--- src/rtl/button_gesture_pkg.sv ---
// Shared types and helpers for the button gesture classifier.
// State encoding and unit-counter sizing live here.
package button_gesture_pkg;

  typedef enum logic [2:0] {
    e_idle     = 3'd0,
    e_press1   = 3'd1,
    e_long     = 3'd2,
    e_release1 = 3'd3,
    e_press2   = 3'd4
  } t_gesture_state;

  function automatic int cnt_width(input int long_ms, input int dclick_ms);
    int m;
    m = (long_ms > dclick_ms) ? long_ms : dclick_ms;
    return $clog2(m) + 1;
  endfunction

endpackage

--- src/rtl/button_gesture_fsm_unit_tick_gen.sv ---
// Prescaler producing a one-cycle unit tick every TICK_PERIOD_10NS cycles.
// A synchronous clear restarts the period so timing is exact from a clear.
module unit_tick_gen #(
  parameter int TICK_PERIOD_10NS = 100_000
) (
  input  logic i_clk,
  input  logic i_rst,
  input  logic i_clr,
  output logic o_tick
);

  localparam int PW = $clog2(TICK_PERIOD_10NS);
  localparam logic [PW-1:0] LAST = PW'(TICK_PERIOD_10NS - 1);

  logic [PW-1:0] presc_q;
  logic [PW-1:0] presc_d;

  always_comb begin
    o_tick  = (presc_q == LAST);
    presc_d = presc_q + 1'b1;
    if (i_clr || o_tick) presc_d = '0;
  end

  always_ff @(posedge i_clk) begin
    if (i_rst) presc_q <= '0;
    else       presc_q <= presc_d;
  end

endmodule

--- src/rtl/button_gesture_fsm.sv ---
// Classifies presses into short, long and double-click gestures.
// All outputs are registered one-cycle pulses, plus a held level.
module button_gesture_fsm
  import button_gesture_pkg::*;
#(
  parameter int TICK_PERIOD_10NS = 100_000,
  parameter int LONG_MS          = 800,
  parameter int DCLICK_MS        = 250
) (
  input  logic i_clk,
  input  logic i_rst,
  input  logic i_level,
  input  logic i_rise,
  output logic o_short,
  output logic o_long,
  output logic o_double,
  output logic o_held
);

  localparam int MAX_MS = (LONG_MS > DCLICK_MS) ? LONG_MS : DCLICK_MS;
  localparam int CW     = cnt_width(LONG_MS, DCLICK_MS);
  localparam logic [CW-1:0] CNT_MAX  = CW'(MAX_MS);
  localparam logic [CW-1:0] LONG_LST = CW'(LONG_MS - 1);
  localparam logic [CW-1:0] DCLK_LST = CW'(DCLICK_MS - 1);

  t_gesture_state state_q, state_d;
  logic [CW-1:0]  cnt_q, cnt_d;
  logic short_q, short_d;
  logic long_q, long_d;
  logic double_q, double_d;
  logic held_q, held_d;
  logic unit_tick;
  logic clr;

  unit_tick_gen #(
    .TICK_PERIOD_10NS(TICK_PERIOD_10NS)
  ) u_tick (
    .i_clk (i_clk),
    .i_rst (i_rst),
    .i_clr (clr),
    .o_tick(unit_tick)
  );

  always_comb begin
    state_d  = state_q;
    short_d  = 1'b0;
    long_d   = 1'b0;
    double_d = 1'b0;
    unique case (state_q)
      e_idle: begin
        if (i_rise) state_d = e_press1;
      end
      e_press1: begin
        // release beats a coincident threshold tick
        if (!i_level) begin
          state_d = e_release1;
        end else if (unit_tick && cnt_q == LONG_LST) begin
          state_d = e_long;
          long_d  = 1'b1;
        end
      end
      e_long: begin
        if (!i_level) state_d = e_idle;
      end
      e_release1: begin
        if (i_rise) begin
          state_d  = e_press2;
          double_d = 1'b1;
        end else if (unit_tick && cnt_q == DCLK_LST) begin
          state_d = e_idle;
          short_d = 1'b1;
        end
      end
      e_press2: begin
        if (!i_level) state_d = e_idle;
      end
      default: state_d = e_idle;
    endcase
    held_d = (state_d == e_long);
    clr    = (state_d != state_q);
    cnt_d  = cnt_q;
    if (clr) cnt_d = '0;
    else if (unit_tick && cnt_q != CNT_MAX) cnt_d = cnt_q + 1'b1;
  end

  always_ff @(posedge i_clk) begin
    if (i_rst) begin
      state_q  <= e_idle;
      cnt_q    <= '0;
      short_q  <= 1'b0;
      long_q   <= 1'b0;
      double_q <= 1'b0;
      held_q   <= 1'b0;
    end else begin
      state_q  <= state_d;
      cnt_q    <= cnt_d;
      short_q  <= short_d;
      long_q   <= long_d;
      double_q <= double_d;
      held_q   <= held_d;
    end
  end

  assign o_short  = short_q;
  assign o_long   = long_q;
  assign o_double = double_q;
  assign o_held   = held_q;

endmodule

--- config.mk ---
export PLATFORM = sky130hd
export DESIGN_NAME = button_gesture_fsm
export DESIGN_NICKNAME = d
export VERILOG_FILES = /design/src/rtl/button_gesture_pkg.sv /design/src/rtl/button_gesture_fsm_unit_tick_gen.sv /design/src/rtl/button_gesture_fsm.sv
export SDC_FILE = /design/constraint.sdc
export NUM_CORES = 1
export LEC_CHECK = 0
export BUFFER_PORTS_ARGS = -buffer_cell sky130_fd_sc_hd__buf_2
export CAP_MARGIN = 20
export CORE_MARGIN = 5
export CORE_UTILIZATION = 40
export DETAILED_ROUTE_END_ITERATION = 16
export PLACE_DENSITY = 0.53
export SKIP_CTS_REPAIR_TIMING = 1
export SLEW_MARGIN = 20
export SYNTH_ARGS = -nofsm -noshare
export SYNTH_HDL_FRONTEND = slang
export SYNTH_SLANG_ARGS = --single-unit
--- constraint.sdc ---
create_clock -name i_clk -period 5.2 [get_ports i_clk]
set_input_delay 0.26 -clock i_clk [delete_from_list [all_inputs] [get_ports i_clk]]
set_output_delay 0.26 -clock i_clk [all_outputs]
set_load 0.05 [all_outputs]
Word level (Yosys, flattened, before mapping):

Cells that the tools add are included.

* multiplexer cells: 10
* reductions and logical operators: 11
* equality and inequality tests: 10
* multipliers: 0
* bitwise operators: 3
* add/subtract/negate cells: 2
* shift-type cells: 0
* $lt $le $gt $ge: 0
* divide/modulo/power cells: 0

Operators with widths (count)
* 2-to-1 mux 3 bit: 6
* adder 17 x 1 -> 17 bit (second input constant): 1
* == test 17 bit (second input constant): 1
* one-hot mux 3 bit (4 select lines): 1
* adder 11 x 1 -> 11 bit (second input constant): 1
* == test 11 x 10 -> 1 bit (second input constant): 1
* == test 11 x 8 -> 1 bit (second input constant): 1
* inequality test 11 x 10 -> 1 bit (second input constant): 1
* == test 3 x 2 -> 1 bit (second input constant): 3
* OR reduction 2 bit: 4
* OR reduction 3 bit: 2
* == test 3 x 1 -> 1 bit (second input constant): 1
* == test 3 bit (second input constant): 1
* logical AND 1 bit: 3
* logical NOT 3 bit: 1
* 2-to-1 mux 1 bit: 3
* inequality test 3 bit: 1
* inverter 1 bit: 3
* logical OR 1 bit: 1

* bits in latches: 0
* output and inout port bits: 4
* logic and storage cells: 43
* bits in registers: 35
* ROM bits: 0
* memories: 0
* memory bits (writable): 0

Depth between registers and ports, before layout:

* depth after elaboration: 8
* mapped depth: 8
* depth with buffers taken out: 7

Cells and area by module:

From an unflattened synthesis, not the netlist that was laid out.

* cells, all modules: 201
* area total of the unflattened synthesis: 1870.5 um2

By module, submodules not included
* button_gesture_fsm: times used 1, area an instance 1084.8 um2, cells an instance 113, sequential area each 360.3 um2
* unit_tick_gen: times used 1, area an instance 785.8 um2, cells an instance 88, sequential area each 340.3 um2

Worst setup path after synthesis:

No wires, ideal clock.

* kind: register -> register
* start point: register cnt_q[1]
* end point: register cnt_q[10]
* arrival: 1.992 ns
* path slack: 3.093 ns
* cell stages (with the launch flop): 9
* clock period less this slack: 2.107 ns
* setup time: 0.115 ns
* cell sequence: dfxtp_1 -> inv_1 -> ha_1 -> or4b_4 -> nor4_4 -> a21oi_2 -> o31ai_4 -> buf_6 -> nor2_1

* cells in the longest elaborated chain, start to end: 7
* elaborated cells between the ends (all ways): 14
* classes of those cells: add/sub (1); eq/ne (4); mux (5); reduce/logical (4)

Ends and longest elaborated chain
* start: declaration: RTL line button_gesture_fsm.sv:27 `logic [CW-1:0] cnt_q, cnt_d;`
* start signal: assignment: RTL line button_gesture_fsm.sv:96 `cnt_q <= cnt_d;`
* == test 11 x 8 -> 1 bit or == test 11 x 10 -> 1 bit (tied branches): RTL line button_gesture_fsm.sv:69, button_gesture_fsm.sv:57
* logical AND 1 bit (on tied branches): RTL line button_gesture_fsm.sv:69, button_gesture_fsm.sv:57
* 2-to-1 mux 3 bit (on tied branches): RTL line button_gesture_fsm.sv:69, button_gesture_fsm.sv:57
* 2-to-1 mux 3 bit (on tied branches): RTL line button_gesture_fsm.sv:66, button_gesture_fsm.sv:55
* one-hot mux 3 bit (4 select lines): RTL line button_gesture_fsm.sv:49 `unique case (state_q)`
* inequality test 3 bit: RTL line button_gesture_fsm.sv:80 `clr = (state_d != state_q);`
* OR reduction 2 bit (no source line)

Parallel ways exist; a longest one is shown, timed or not.
A chain may end at the register's enable or synchronous reset.

Final worst setup path:

* start point: register cnt_q[0]
* end point: register u_tick.presc_q[13]

* cells in the longest elaborated chain, start to end: 8
* elaborated cells between the ends (all ways): 12
* classes of those cells: eq/ne (3); mux (5); reduce/logical (4)

Ends and longest elaborated chain
* == test 11 x 8 -> 1 bit or == test 11 x 10 -> 1 bit (tied branches): RTL line button_gesture_fsm.sv:69, button_gesture_fsm.sv:57
* logical AND 1 bit (on tied branches): RTL line button_gesture_fsm.sv:69, button_gesture_fsm.sv:57
* 2-to-1 mux 3 bit (on tied branches): RTL line button_gesture_fsm.sv:69, button_gesture_fsm.sv:57
* 2-to-1 mux 3 bit (on tied branches): RTL line button_gesture_fsm.sv:66, button_gesture_fsm.sv:55
* one-hot mux 3 bit (4 select lines) (*): RTL line button_gesture_fsm.sv:49
* inequality test 3 bit (*): RTL line button_gesture_fsm.sv:80
* logical OR 1 bit (*): RTL line button_gesture_fsm_unit_tick_gen.sv:21 `if (i_clr || o_tick) presc_d = '0;`
* OR reduction 2 bit (no source line) (*)
* end signal: assignment: RTL line button_gesture_fsm_unit_tick_gen.sv:26 `else presc_q <= presc_d;`
* end: declaration: RTL line button_gesture_fsm_unit_tick_gen.sv:15 `logic [PW-1:0] presc_q;`

Every way passes the cells marked *; elsewhere a longest branch is shown, timed or not.

==> metrics.txt <==
run status finished clean; Starting Density 0.409; Cells after DPL 257; Area Overhead vs Synth 8.43%; syn nets 211; Synth Flop Type dfxtp_1; Num CTS Buffers 5; Reg-to-Reg Start cnt_q[0]; Top Metal Used met4; Synth area leader dfxtp_1; initial DRC count 105; Clock Sinks 35; total net switching power roughly 120 uW; DR WL/cell 12.9 um; CP Data Arrival Time 2.65 ns; RR Endpoint u_tick.presc_q[13]; Power Internal 403 uW; CP Capture Point u_tick.presc_q[13]; RSZ-0062 raised after global routing false; Routed Antenna Nets 0; max_slew headroom 0.457; critical path class reg -> reg; Yosys warnings 0; Async SR Flop Fraction 0; number of max-cap violations 0; most common cell in the synthesized netlist nor2_1; crit end category flip-flop; port bufs 7; Routed WL 3430 um; vias in the first global route 1,318; DRC viols 0; FP Rows 24; crit path time final 2.51 ns; proportion of power drawn by the clock network 0.412; share of the synthesized area in the top cell type 0.397; Post-synth EDFFs 0; Die Width 76.5 um; Pwr Density between 200 and 300 nW/um^2; initial antenna violation count 0; Final Cycle Share 0.482; boundary pin count 8; leak pwr 0.618 nW; DIE AREA 5850 um^2; Final Non-Filler Cells 265; H-tree levels 2; Pwr Total 527 uW; Filler Cell Count 444; CP cell instances ha_1, or4b_4, nor4_4, a21oi_2, o31ai_4, nor2_1; max incr delay on CP 0.72 ns; endpoints failing hold 0; largest net degree at the start of global routing 20; Cells on Worst Hold Path 2; routed wl met3 160 um; Tightest Hold Check Type in -> reg; Avg Synthesized Cell Area ~8.7 um^2; Setup Total Neg Slack 0 ns; r2r worst-path depth 6; GP Congestion 0.801; Clock Latency Late Sink about 0.29 ns; met2 wire len ~1600 um; Distinct cells, synth 42; Total Routing Usage GR 0.119; Slowest-stage cell, CP o31ai_4; Synth Instances between 200 and 250; Max Root-Sink Buffers 2; sw frac 0.234; Hold Worst Slack around 0.19 ns; Slew Viols, Final 0; Critical Path Start Type flip-flop; Final Setup Violations 0; Worst Max-Slew Pin Slew 0.814 ns; #FFs+latches synth 35; dpl ws 2.68 ns; sequential share of power 0.527; via count 1,392; Metal-1 WL 1600 um; GR Overflow Total 0; origin of the worst setup path cnt_q[0]; sequential fraction of the synthesis area 0.397; CTS tree done; mapped cell area 1770 um^2; FF-to-FF setup slack 2.69 ns; Hold Crit Start i_rst; final net count between 200 and 250; layout cells sized above 1 0.113; CTS clk-pin slew, worst paths ~0.070 ns; Clock Tree Root clkbuf_8; area of the core 4320 um^2; first-pass GRT wire length 5640 um; Detail Placement HPWL 2500 um; router iterations before antenna repair 4; top cells by count, synth nor2_1, dfxtp_1, xnor2_1, inv_1, nand2_1; Antenna diodes 0; setup ws final 2.69 ns; Worst Path Max Fanout 19; DR vias/cell approximately 5.3; Logic pwr share 0.062; Synth area leaders dfxtp_1, nor2_1, xnor2_1; CP Data Required Time ~5.3 ns; Die Y 76.5 um; Worst VDD drop between 0.1 and 0.15 mV; clk_skew 0.00477 ns; fmax 0.399 GHz
stage by stage:
| stage | instance area, um^2 | utilization |
|---|---|---|
| 6_report | 1920 | 0.443 |
| 5_1_grt | 1920 | 0.443 |
| 4_1_cts | 1920 | 0.443 |
| 3_5_place_dp | 1820 | 0.420 |
| 3_3_place_gp | 1820 | 0.420 |
| 2_1_floorplan | 1770 | - |
cell type report:
type,instances,area [um^2],area share
multi-input cells,150,966,0.504
flip-flops and latches,35,701,0.366
clock buffers,8,100,0.0523
well taps,52,65.1,0.0340
inverters,13,48.8,0.0255
repair buffers,7,35.0,0.0183
layout by cell type (no fill, tap or decap), drive strengths merged, types with 2 or more instances in the layout:
cell type and n:
o31ai 3, nor2b 2, or3 4, nand3 11, nor3 7, nor4 6, nand4 7, a21oi 7
and4 2, ha 4, xnor2 15, and3 3, nand2 12, buf 7, nor4b 3, clkbuf 8
inv 13, nor4bb 2, o21ai 2, xor2 9, nor2 38, dfxtp 35
worst max-delay path, delay by kind of cell, from the launching register on:
kind                     cells  cell delay (ns)
AO/OA/AOI/OAI                2             0.86
adder cells (fa/ha/maj)      1             0.18
flip-flops                   1             0.41
AND/OR/NAND/NOR              3             0.91
cell families (layout without fill, tap and decap cells):
logic type                 count (synthesis)  count (layout)  share of synthesized area
AOI/OAI and AO/OA                         17              17                     0.0744
xor gates and xnor gates                  24              24                      0.119
adders and majority gates                  4               4                     0.0283
buffers and inverters                     18              28                     0.0567
DFF                                       35              35                      0.397
muxes                                      1               1                    0.00567
and+or+nand+nor                          104             104                      0.319
power by group through the flow:
stage / clock, mW / combinational [mW] / sequential [mW]
global route: 0.235 / 0.0369 / 0.278
global placement: 0 / 0.0320 / 0.283
finish: 0.217 / 0.0325 / 0.277
detailed placement: 0 / 0.0331 / 0.283
floorplan: 0 / 0.0323 / 0.281
CTS: 0.222 / 0.0331 / 0.277
worst min-delay path by stage:
stage	endpoint	slack (ns)
after global routing	state_q[2]	0.19
final	state_q[2]	0.19
after CTS	state_q[2]	0.18
after floorplan	state_q[2]	0.33
after global placement	u_tick.presc_q[0]	0.45
after detailed placement	u_tick.presc_q[0]	0.46
per-layer routing:
metal  track usage  vias up
li1              -      711
met1         0.135      654
met2         0.194       20
met3        0.0567        7
met4        0.0420        0
met5             0        -
flip-flops by register name (all words and copies together) (netlist names):
signal	count
state_q	3
o_long	1
o_double	1
u_tick.presc_q	17
o_held	1
o_short	1
cnt_q	11
(Power assumes the default switching activity.)
